--- config.mk ---
export PLATFORM = sky130hd
export DESIGN_NAME = mac_tile_hybrid
export DESIGN_NICKNAME = d
export VERILOG_FILES = /design/src/rtl/mac_tile_hybrid.sv
export SDC_FILE = /design/constraint.sdc
export NUM_CORES = 1
export LEC_CHECK = 0
export BUFFER_PORTS_ARGS = -buffer_cell sky130_fd_sc_hd__buf_2
export CORE_UTILIZATION = 45
export CTS_CLUSTER_SIZE = 24
export DETAILED_ROUTE_END_ITERATION = 6
export GPL_TIMING_DRIVEN = 0
export HOLD_SLACK_MARGIN = 0.12
export PLACE_DENSITY = 0.66
export SLEW_MARGIN = 10
export SYNTH_ARGS = -nofsm -noshare
export SYNTH_HDL_FRONTEND = slang
export SYNTH_SLANG_ARGS = --single-unit
--- constraint.sdc ---
create_clock -name clk -period 6.14 [get_ports clk]
set_input_delay 0.921 -clock clk [delete_from_list [all_inputs] [get_ports clk]]
set_output_delay 0.921 -clock clk [all_outputs]
set_load 0.05 [all_outputs]
--- src/rtl/mac_tile_hybrid.sv ---
// Systolic MAC tile with `lanes` independent lanes. Runs weight-stationary
// (psums flow south) or output-stationary (accumulate in place, drain south).
module mac_tile_hybrid #(
  parameter int bw      = 4,
  parameter int psum_bw = 16,
  parameter int lanes   = 2,
  parameter bit SAT     = 1'b0
) (
  input  logic                     clk,
  input  logic                     reset,
  input  logic                     mode,
  input  logic [bw*lanes-1:0]      in_w,
  output logic [bw*lanes-1:0]      out_e,
  input  logic [2:0]               inst_w,
  output logic [2:0]               inst_e,
  input  logic [psum_bw*lanes-1:0] in_n,
  output logic [psum_bw*lanes-1:0] out_s
);

  localparam int PW = 2 * bw + 1;

  // Unsigned activation times signed weight, added to psum with wrap or clamp.
  function automatic logic [psum_bw-1:0] mac_sum(
    input logic [psum_bw-1:0] psum,
    input logic [bw-1:0]      act,
    input logic [bw-1:0]      wgt
  );
    logic signed [PW-1:0]    prod;
    logic signed [psum_bw:0] wide;
    logic [psum_bw-1:0]      res;
    prod = PW'($signed({1'b0, act})) * PW'($signed(wgt));
    wide = (psum_bw+1)'($signed(psum)) + (psum_bw+1)'(prod);
    res  = wide[psum_bw-1:0];
    if (SAT && (wide[psum_bw] != wide[psum_bw-1])) begin
      res = wide[psum_bw] ? {1'b1, {(psum_bw-1){1'b0}}} : {1'b0, {(psum_bw-1){1'b1}}};
    end
    return res;
  endfunction

  logic [2:0] inst_d, inst_q;
  logic       load_ready_d, load_ready_q;
  logic       ws_load;

  always_comb begin
    ws_load      = 1'b0;
    load_ready_d = load_ready_q;
    inst_d       = inst_w;
    if (!mode) begin
      ws_load = inst_w[0] & load_ready_q;
      if (ws_load) begin
        load_ready_d = 1'b0;
      end
      // The first kernel word is kept by this tile; later ones travel east.
      inst_d = {1'b0, inst_w[1], inst_w[0] & ~load_ready_q};
    end
  end

  always_ff @(posedge clk or posedge reset) begin
    if (reset) begin
      inst_q       <= '0;
      load_ready_q <= 1'b1;
    end else begin
      inst_q       <= inst_d;
      load_ready_q <= load_ready_d;
    end
  end

  assign inst_e = inst_q;

  for (genvar gi = 0; gi < lanes; gi++) begin : g_lane
    logic [bw-1:0]      a_d, a_q, w_d, w_q, a_in, w_in;
    logic [psum_bw-1:0] psum_d, psum_q, n_in, s_out;

    assign a_in = in_w[gi*bw +: bw];
    assign n_in = in_n[gi*psum_bw +: psum_bw];
    assign w_in = n_in[bw-1:0];

    always_comb begin
      a_d    = a_q;
      w_d    = w_q;
      psum_d = psum_q;
      if (!mode) begin
        psum_d = n_in;
        if (inst_w[0] | inst_w[1]) begin
          a_d = a_in;
        end
        if (ws_load) begin
          w_d = a_in;
        end
      end else if (inst_w[2]) begin
        // Drain takes priority; a simultaneous execute is discarded entirely.
        psum_d = n_in;
      end else if (inst_w[1]) begin
        a_d    = a_in;
        w_d    = w_in;
        psum_d = mac_sum(psum_q, a_in, w_in);
      end
    end

    always_ff @(posedge clk or posedge reset) begin
      if (reset) begin
        a_q    <= '0;
        w_q    <= '0;
        psum_q <= '0;
      end else begin
        a_q    <= a_d;
        w_q    <= w_d;
        psum_q <= psum_d;
      end
    end

    always_comb begin
      if (!mode) begin
        s_out = mac_sum(psum_q, a_q, w_q);
      end else if (inst_w[2]) begin
        s_out = psum_q;
      end else begin
        s_out = psum_bw'($signed(w_q));
      end
    end

    assign out_e[gi*bw +: bw]           = a_q;
    assign out_s[gi*psum_bw +: psum_bw] = s_out;
  end

endmodule

After elaboration in Yosys (flattened, before gate mapping)
Cells that the tools add are included.

Output and inout bits: 43. Register bits: 52. Bits of input ports: 46. Logic and storage cells: 57.

Mux-type cells: 28. Bitwise operators: 5. Multipliers: 4. Reductions and logical operators: 5. Add/subtract/negate cells: 4. Eq/ne operators: 3.

Operator list (count): $mux 16 (10); $add 16x9->16 (4); $mux 4 (16); $mul 5x4->9 (4); $reduce_and 3->1 (2); $reduce_bool 2->1 (2); $mux 3 (1); $ne 3x1->1 const B (1); $and 1x1->1 (2); $ne 2x1->1 const B (1); $ne 2x2->1 const B (1); $not 1->1 (2); $reduce_and 2->1 (1); $mux 1 (1); $or 1x1->1 (1).

Logic depth before layout (Yosys ltp)
Gate-level depths: netlist (run 1).

Word-level depth: 5. Depth in mapped cells: 17. Mapped depth without buffers: 17.

Worst setup path before layout (run 1)
Ideal clock, no wire load.

Path type: register to output. Start point: reg g_lane[0].a_q[0]. End point: out out_s[15]. Slack: 0.386 ns. Data arrival time: 4.833 ns. Cell stages (with the launch flop): 15. Data required time: 5.219 ns. Buffers on the path: 0. Cell sequence: dfrtp_1 -> nand2b_1 -> fa_1 -> fa_1 -> fa_1 -> inv_1 -> ha_1 -> a21o_1 -> a21oi_1 -> o21ai_0 -> a21o_1 -> or3_1 -> a21oi_1 -> xnor2_1 -> mux2i_1.

Word-level cells in the longest chain between the ends: 3.

Ends and longest elaborated chain: start: declaration (line 71) `logic [bw-1:0] a_d, a_q, w_d, w_q, a_in, w_in;`; start signal: assignment (line 102) `a_q <= '0;`; start signal: assignment (line 106) `a_q <= a_d;`; $mul 5x4->9 (line 31) `prod = PW'($signed({1'b0, act})) * PW'($signed(wgt));`; $add 16x9->16 (line 32) `wide = (psum_bw+1)'($signed(psum)) + (psum_bw+1)'(prod);`; $mux 16 (line 113) `if (!mode) begin`; end: declaration (line 17) `output logic [psum_bw*lanes-1:0] out_s`.

Every way passes these cells.

Worst setup path after layout (run 1)
Start point: reg g_lane[1].w_q[3]. End point: out out_s[31].

Word-level cells in the longest chain between the ends: 3. Elaborated cells between the ends (all ways): 4. Those cells by class: 1 x add/sub; 1 x mul; 2 x mux.

Ends and longest elaborated chain: start: declaration (line 71); start signal: assignment (line 107) `w_q <= w_d;`; $mul 5x4->9 (line 31); $add 16x9->16 (line 32); $mux 16 * (line 113).

Every way passes the cells marked *; elsewhere a longest branch is shown, timed or not.

==> flow_summary.toml, run 1 <==
[critical_path]
crit_chain = "inv_1 -> nor2_1 -> fa_1 -> fa_1 -> inv_1 -> fa_1 -> inv_1 -> ha_1 -> nand3_1 -> o22ai_2 -> o41ai_2 -> o31ai_2 -> mux2i_1 -> a211oi_1 -> a31o_2 -> a211o_1 -> buf_2"
cp-start-kind = "flop"
cp_max_fo = 14
slowest_delay_ns = 0.58
crit_buf_inv = 4
worstPathRequired_ns = 5.22
arrival_ns = 4.95
worst_setup_path_end_kind = "output port"
critPathTopFamily = "adder cells"
crit_path_top_delay_cell = "dfrtp_2"
critical_path_class = "flop to output port"

[route]
top_layer = "met4"
drt-pass1-iter-count = 5
drtIter0Drc = 292
wl_met2_um = 9430
wl_um = 20600
num_vias = 6603
wl_met3_um = 849
wl_met1_um = 10000
drc = 0
ant_nets = 0
viasPerCell = 5.49
wl_per_cell_um = 17.1

[global_routing]
grt_pass1_vias = 6495
grt_max_degree = 33
grt_util_all_layers = 0.240
grt-ovfl-total = 0
antenna_found_initial = 0
grt_first_pass_wirelength_um = 33500

[min_path]
min_path_type = "flop to flop"

[clock_tree]
clk_pin_slew_ns = 0.08
cts_root_buf = "clkbuf_16"
cts_tree = "built"
clockBufferDepth = 2
clk_latency_ns = 0.30
ctsHoldBuffers = 0
clkSinkCount = 52
cts_htree_levels = 2
numCtsBuffers = 5

[die]
start_util = 0.463
core_area_sq_um = 16700
io-pin-count = 89
die_h_um = 133
die_w_um = 133
fp-row-count = 47
die_area_sq_um = 17700

[synthesis]
synth_nets = 1132
ys_types = 49
synth.area.top_cells = "ha_1 (25%), dfrtp_1 (16%), fa_1 (11%)"
synth-seq-area-share = 0.168
async_reset_ff_frac = 1.00
syn_area_per_cell_sq_um = 8.74
synth-edff-count = 0
ys_ff_latch = 52
synth_area_sq_um = 7740
synth_top_area_cell = "ha_1"
yosysWarnings = 0
syn_inst = 886
synth_top_cell_area_share = 0.252
synthFlopType = "dfrtp_1"

[placed_design]
place_area_sq_um = 8480
dp_hpwl_um = 16600
port_buffers = 88
gp_congestion = 0.870

[final_layout]
design_area_sq_um = 8650
synthToLayoutAreaGrowth_pct = 11.7
nNetsFinal = 1228
diodes = 0
layout-drive-gt1-share = 0.118

[timing]
worstMarginPinSlew_ns = 1.19
period_share = 0.957
whs_ns = 0.494
max_freq_mhz = 170
final-hold-violation-count = 0
grt_setup_unrepaired = "false"
setup_viol = 0
finalClockSkew_ns = 0.0123
slew_headroom = 0.206
setup_tns_ns = 0
period_needed_ns = 5.87
finalMaxSlewViolations = 0

[power]
finalPower_uw = 3410
ir_worst_vdd_uv = 352
p_leak_uw = 0.00440
powerDensity_nw_per_um2 = 395

[status]
status = "complete, no violations"

[run]
max_cap_viol_count = 0
## layer usage
| metal | track usage | vias to the layer above |
|---|---|---|
| li1 | - | 3280 |
| met1 | 0.342 | 3168 |
| met2 | 0.393 | 137 |
| met3 | 0.0255 | 18 |
| met4 | 0.0518 | 0 |
| met5 | 0 | - |
## where the power goes
| group | switching, uW | total (uW) | internal [uW] |
|---|---|---|---|
| logic | 1640 | 2650 | 1010 |
| clock network | 148 | 300 | 153 |
| registers | 76.2 | 463 | 387 |
| total | 1870 | 3410 | 1550 |
## stage by stage
step                      setup slack (ns)  std cells   util
after floorplan                      0.386        886      -
after global placement               0.171       1194  0.506
after detailed placement             0.126       1195  0.507
after CTS                           0.0269       1203  0.516
after global routing                0.0133       1203  0.518
final                                0.266       1203  0.518
## Yosys cell counts (3+ instances only)
cell type,instances
a21o_1,13
buf_1,7
fa_1,44
nand4_1,4
a31oi_1,6
a211o_1,3
xor2_1,12
a21oi_1,96
nand2b_1,11
nand3_1,8
mux2i_1,40
xnor2_1,34
dfrtp_1,51
o21a_1,6
and3_1,11
or3_1,7
a211oi_1,5
and2_1,39
nor3_1,17
nor2_1,60
mux2_2,8
and4_1,3
nor2b_1,15
o21ai_0,47
ha_1,156
a21boi_0,3
nand2_1,49
clkbuf_1,19
inv_1,85
## state kept, by name, summed over array words and instances (netlist names)
register       cells
load_ready_q       1
g_lane.a_q         8
inst_e             3
g_lane.psum_q     32
g_lane.w_q         8
## final timing paths
| check | from | to | slack, ns | depth (start not counted) |
|---|---|---|---|---|
| max reg2reg | g_lane[0].psum_q[3] | g_lane[0].psum_q[15] | 1.83 | 14 |
| max in group asynchronous | reset | load_ready_q | 4.87 | 3 |
| max | g_lane[1].w_q[3] | out_s[31] | 0.27 | 17 |
| min in group asynchronous | reset | g_lane[0].a_q[0] | 0.64 | 2 |
| min reg2reg | load_ready_q | load_ready_q | 0.49 | 1 |
| min | load_ready_q | load_ready_q | 0.49 | 1 |
## cells by family (layout without fill, tap and decap cells)
group	after synthesis	in the layout	share of synthesized area
buffers and inverters	112	209	0.0543
AOI/OAI and AO/OA	199	199	0.149
muxes	48	48	0.0634
adders and majority gates	200	200	0.366
xor gates and xnor gates	46	46	0.0521
DFF	52	52	0.168
and+or+nand+nor	229	229	0.147
## worst register-to-register path, delay by kind of cell (launching register included)
family / cells / cell delay (ns)
compound gates: 6 / 1.44
fa+ha+maj: 4 / 1.76
flops: 1 / 0.39
buf+inv: 2 / 0.21
simple gates: 2 / 0.44
## layout make-up
class                           count  area, sq um
Buffer                             26         97.6
Clock buffer                        5          125
Clock inverter                      3         21.3
Fill cell                        1603         8060
Inverter                           86          323
Multi-Input combinational cell    722         6040
Sequential cell                    52         1310
Tap cell                          220          275
Timing Repair Buffer               89          460
## layout by cell type, fill, tap and decap left out, types with 4 or more instances in the layout
master,instances
and3_1,11
clkbuf_1,19
a211oi_1,5
buf_2,88
mux2i_1,40
o21ai_0,47
buf_1,7
nor2_1,60
nand2_1,49
ha_1,156
nand2b_1,11
a21oi_1,96
nor2b_1,15
nand4_1,4
nor3_1,17
nand3_1,8
a31oi_1,6
clkbuf_16,5
dfrtp_1,49
mux2_2,8
xnor2_1,34
xor2_1,12
o21a_1,6
or3_1,7
inv_1,84
fa_1,44
a21o_1,13
and2_1,39
## timing repair
| item | 4_1_cts | 5_1_grt |
|---|---|---|
| buffers inserted | 0 | 0 |
| setup endpoints to repair | 2 | 3 |
| gates resized for setup | 2 | 4 |
Note: power is estimated with default switching activity, not from simulation.
==> run 2: changes to the inputs <==
--- a/config.mk
+++ b/config.mk
@@ -12,6 +12,7 @@
 export GPL_TIMING_DRIVEN = 0
 export HOLD_SLACK_MARGIN = 0.12
 export PLACE_DENSITY = 0.66
+export REMOVE_ABC_BUFFERS = 1
 export SLEW_MARGIN = 10
 export SYNTH_ARGS = -nofsm -noshare
 export SYNTH_HDL_FRONTEND = slang
==> run 2 against run 1 <==
Compared with the run above: via count is 4.1% lower; non-clock buffer count decreased by 23; first-iteration DRC count shrank 25%; clock skew fell by 0.0022 ns; clock power is 8.0% higher; design area is 0.39% lower; cell count decreased by 1.9%; worst hold slack lost 0.0049 ns; flip-flop and latch count unchanged; combinational power down 2%.
==> flow_summary.toml, run 2 (same netlist as run 1, synthesis figures left out) <==
[status]
status = "complete, no violations"

[route]
wl_per_cell_um = 15.0
num_vias = 6330
drc = 0
viasPerCell = 5.36
ant_nets = 0
wl_um = 17800
drtIter0Drc = 218
drt-pass1-iter-count = 5

[clock_tree]
cts_root_buf = "clkbuf_16"
cts_htree_levels = 2
clkSinkCount = 52
clk_pin_slew_ns = 0.08
clockBufferDepth = 2
clk_latency_ns = 0.30
numCtsBuffers = 5
cts_tree = "built"

[power]
ir_worst_vdd_uv = 291
powerDensity_nw_per_um2 = 392
p_leak_uw = 0.00440

[die]
die_area_sq_um = 17700
core_area_sq_um = 16700
fp-row-count = 47
die_h_um = 133
die_w_um = 133
io-pin-count = 89
start_util = 0.463

[global_routing]
grt_util_all_layers = 0.211
grt_util_met1 = 0.293
met3_usage = 0.0167
grt_busiest_layer = "met2"
grt_max_degree = 57
grt_first_pass_wirelength_um = 30300
use_met2 = 0.360
grt_pass1_vias = 6254
antenna_found_initial = 0
grt-ovfl-total = 0

[final_layout]
layout-drive-gt1-share = 0.124
reg_top3 = "g_lane.psum_q x32, g_lane.a_q x8, g_lane.w_q x8"
largest_reg_flops = 32
diodes = 0
top_register = "g_lane.psum_q"
layout_commonest_cell = "ha_1"
synthToLayoutAreaGrowth_pct = 11.3
nNetsFinal = 1205
design_area_sq_um = 8610
final_cell_mix = "ha_1 (156), a21oi_1 (96), buf_2 (87)"

[critical_path]
cp_max_fo = 6
worst_setup_path_end_kind = "output port"
arrival_ns = 4.91
reg2reg_slack_ns = 1.87
cp-start-kind = "flop"
worstPathRequired_ns = 5.22
crit_path_top_delay_cell = "fa_1"
worstReg2RegEnd = "g_lane[0].psum_q[15]"
critical_path_class = "flop to output port"
slowest_delay_ns = 0.61
cpMostUsedCell = "fa_1"
crit_chain = "nand2b_1 -> fa_1 -> fa_1 -> fa_1 -> inv_1 -> ha_1 -> a21o_1 -> a21oi_1 -> o21ai_0 -> a21o_1 -> or3_1 -> a21oi_1 -> xnor2_1 -> mux2i_1 -> buf_2"
reg2reg_from = "g_lane[0].psum_q[3]"
r2r_cells = 14

[timing]
period_needed_ns = 5.83
period_share = 0.949
slew_headroom = 0.149
worstMarginPinSlew_ns = 1.28
max_freq_mhz = 172
setup_viol = 0
finalClockSkew_ns = 0.0101
final-hold-violation-count = 0
finalMaxSlewViolations = 0
grt_setup_unrepaired = "false"
setup_tns_ns = 0

[placed_design]
dp_hpwl_um = 14000
place_area_sq_um = 8420
port_buffers = 88
gp_congestion = 0.818

[run]
max_cap_viol_count = 0

[min_path]
min_from = "load_ready_q"
min_path_type = "flop to flop"
holdPathEnd = "load_ready_q"
min_path_cells = 1
[run 2: worst max path at each step]
| stage | start | end | depth (start not counted) |
|---|---|---|---|
| detailed placement | g_lane[1].w_q[3] | out_s[31] | 17 |
| global placement | g_lane[1].w_q[3] | out_s[31] | 17 |
| global route | g_lane[1].w_q[3] | out_s[31] | 15 |
| floorplan | g_lane[0].a_q[0] | out_s[15] | 14 |
| CTS | g_lane[0].w_q[3] | out_s[15] | 15 |
| finish | g_lane[0].a_q[0] | out_s[15] | 15 |
[run 2: cell type report]
cell class,count,area (sq um)
multi-input cells,722,6040
flip-flops and latches,52,1310
clock inverters,1,30.0
well taps,220,275
fillers,1612,8090
clock buffers,7,133
repair buffers,92,505
inverters,86,323
[run 2: report_power, final]
| part | switching (uW) | internal (uW) |
|---|---|---|
| Clock | 131 | 193 |
| Sequential | 69.1 | 386 |
| Combinational | 1600 | 996 |
| Total | 1800 | 1580 |
[run 2: timing repair]
item / 4_1_cts / 5_1_grt
resized for setup: 1 / 4
pin swaps: 0 / 0
gates cloned: 0 / 0
hold buffers: 0 / 0
setup endpoints to repair: 1 / 4
setup buffers: 0 / 1
[run 2: stage by stage]
step / total power (uW) / instances / setup WS (ns) / hold WS, ns / util
after global placement: 3000 / 1168 / 0.261 / 0.480 / 0.500
after floorplan: 2530 / 860 / 0.386 / 0.468 / -
final: 3380 / 1180 / 0.312 / 0.489 / 0.516
after CTS: 3380 / 1179 / 0.0275 / 0.493 / 0.514
after detailed placement: 3040 / 1171 / 0.201 / 0.483 / 0.504
after global routing: 3730 / 1180 / 0.0214 / 0.513 / 0.516
[run 2: routing by layer]
| metal | part of all wire | vias up |
|---|---|---|
| met3 | 0.034 | 9 |
| met1 | 0.49 | 2975 |
| li1 | - | 3232 |
| met4 | 0.013 | 0 |
| met5 | 0 | - |
| met2 | 0.46 | 114 |
[run 2: worst max-delay path, delay by kind of cell, from the launching register on]
family          cells  cell delay [ns]
compound gates      5             1.09
xor+xnor            1             0.09
fa+ha+maj           4             1.93
buf+inv             2             0.35
flops               1             0.45
mux                 1             0.13
simple gates        2             0.56
==> run 3: changes to the inputs <==
--- a/config.mk
+++ b/config.mk
@@ -6,6 +6,7 @@
 export NUM_CORES = 1
 export LEC_CHECK = 0
 export BUFFER_PORTS_ARGS = -buffer_cell sky130_fd_sc_hd__buf_2
+export CORE_ASPECT_RATIO = 0.8
 export CORE_UTILIZATION = 45
 export CTS_CLUSTER_SIZE = 24
 export DETAILED_ROUTE_END_ITERATION = 6
==> run 3 against run 2 <==
Compared with the run above: sequential power hardly changed; design area is 0.25% higher; die area hardly changed; first-iteration DRC count is 52% higher; critical endpoint is now out_s[31].
==> flow_summary.toml, run 3 (same netlist as run 1, synthesis figures left out) <==
[status]
status = "complete, no violations"

[final_layout]
largest_reg_flops = 32
reg_top3 = "g_lane.psum_q x32, g_lane.a_q x8, g_lane.w_q x8"
nNetsFinal = 1205
final_cell_mix = "ha_1 (156), a21oi_1 (96), buf_2 (87)"
diodes = 0
synthToLayoutAreaGrowth_pct = 11.5
design_area_sq_um = 8630
layout_commonest_cell = "ha_1"
top_register = "g_lane.psum_q"
layout-drive-gt1-share = 0.127

[route]
drt-pass1-iter-count = 5
wl_per_cell_um = 16.0
wl_um = 18900
viasPerCell = 5.42
drc = 0
num_vias = 6401
drtIter0Drc = 332
ant_nets = 0

[critical_path]
cp_max_fo = 14
critical_path_class = "flop to output port"
worst_setup_path_end_kind = "output port"
arrival_ns = 5.07
worstPathRequired_ns = 5.22
cp-start-kind = "flop"

[timing]
finalMaxSlewViolations = 0
max_freq_mhz = 167
period_needed_ns = 6.00
slew_headroom = 0.259
period_share = 0.976
finalClockSkew_ns = 0.00660
worst_slack_ns = 0.144
final-hold-violation-count = 0
setup_viol = 0
whs_ns = 0.494
worstMarginPinSlew_ns = 1.11

[run]
max_cap_viol_count = 0

[clock_tree]
clkSinkCount = 52
numCtsBuffers = 5
clockBufferDepth = 2
clk_latency_ns = 0.30
cts_htree_levels = 2
cts_tree = "built"
clk_pin_slew_ns = 0.08
cts_root_buf = "clkbuf_16"
ctsHoldBuffers = 0

[placed_design]
place_area_sq_um = 8430
dp_hpwl_um = 14400
port_buffers = 88
gp_congestion = 0.830
place_ws_ns = -0.0140

[power]
ir_worst_vdd_uv = 208
p_leak_uw = 0.00441
powerDensity_nw_per_um2 = 397

[global_routing]
grt_max_degree = 57
grt_pass1_vias = 6232
grt_first_pass_wirelength_um = 31700
antenna_found_initial = 0
grt_util_all_layers = 0.224
grt-ovfl-total = 0

[die]
fp-row-count = 42
core_area_sq_um = 16700
die_area_sq_um = 17700
die_w_um = 149
start_util = 0.465
io-pin-count = 89
die_h_um = 119

[min_path]
min_path_type = "flop to flop"
==> run 3: area by class of cell <==
| cell class | instances | area, sq um |
|---|---|---|
| clock buffers | 5 | 125 |
| clock inverters | 3 | 21.3 |
| fillers | 1586 | 8030 |
| inverters | 86 | 323 |
| multi-input cells | 722 | 6070 |
| flip-flops and latches | 52 | 1310 |
| well taps | 220 | 275 |
| repair buffers | 92 | 513 |
==> run 3: repair_timing <==
action / in CTS / in global routing
cloned: 0 / 0
endpoints found under the setup margin: 2 / 5
pin swaps: 0 / 0
gates resized for setup: 3 / 7
setup buffers: 0 / 1
==> run 3: per-stage QoR <==
step | std cells | setup TNS, ns | power, uW | utilization
global route | 1180 | -0.00528 | 3790 | 0.518
global placement | 1168 | 0 | 3040 | 0.502
floorplan | 860 | 0 | 2530 | -
detailed placement | 1171 | -0.0140 | 3080 | 0.506
finish | 1180 | 0 | 3430 | 0.518
CTS | 1179 | 0 | 3410 | 0.515
==> run 3: power breakdown <==
group / total [uW] / internal (uW) / switching, uW / leakage (uW)
clock: 303 / 153 / 150 / 0.0000702
sequential: 454 / 387 / 67.4 / 0.000606
combinational: 2670 / 1010 / 1660 / 0.00374
==> run 3: final timing paths <==
check,startpoint,to,slack [ns],cells after the start
max in group asynchronous,reset,load_ready_q,4.86,3
min in group asynchronous,reset,g_lane[0].psum_q[14],0.64,2
setup reg to reg,g_lane[0].psum_q[3],g_lane[0].psum_q[15],1.80,14
hold reg to reg,load_ready_q,load_ready_q,0.49,1
hold / removal,load_ready_q,load_ready_q,0.49,1
setup / recovery,g_lane[1].w_q[3],out_s[31],0.14,15
==> run 3: worst max-delay path: stages, from the launching register on <==
cell and delay [ns]:
dfrtp_4 0.58, inv_1 0.23, fa_1 0.49, fa_1 0.51, fa_1 0.54, inv_1 0.05
ha_1 0.26, a21oi_1 0.35, o22ai_2 0.18, o41ai_4 0.35, o31ai_4 0.12, mux2i_1 0.20
a211oi_1 0.10, a31o_2 0.25, a211o_1 0.34, buf_2 0.23
==> run 3: layer usage <==
| layer | vias to the layer above | GRT usage | part of all wire |
|---|---|---|---|
| met5 | - | 0 | 0 |
| met4 | 0 | 0.0213 | 0.0036 |
| met3 | 6 | 0.0245 | 0.037 |
| met2 | 109 | 0.340 | 0.42 |
| met1 | 3059 | 0.348 | 0.53 |
| li1 | 3227 | - | - |
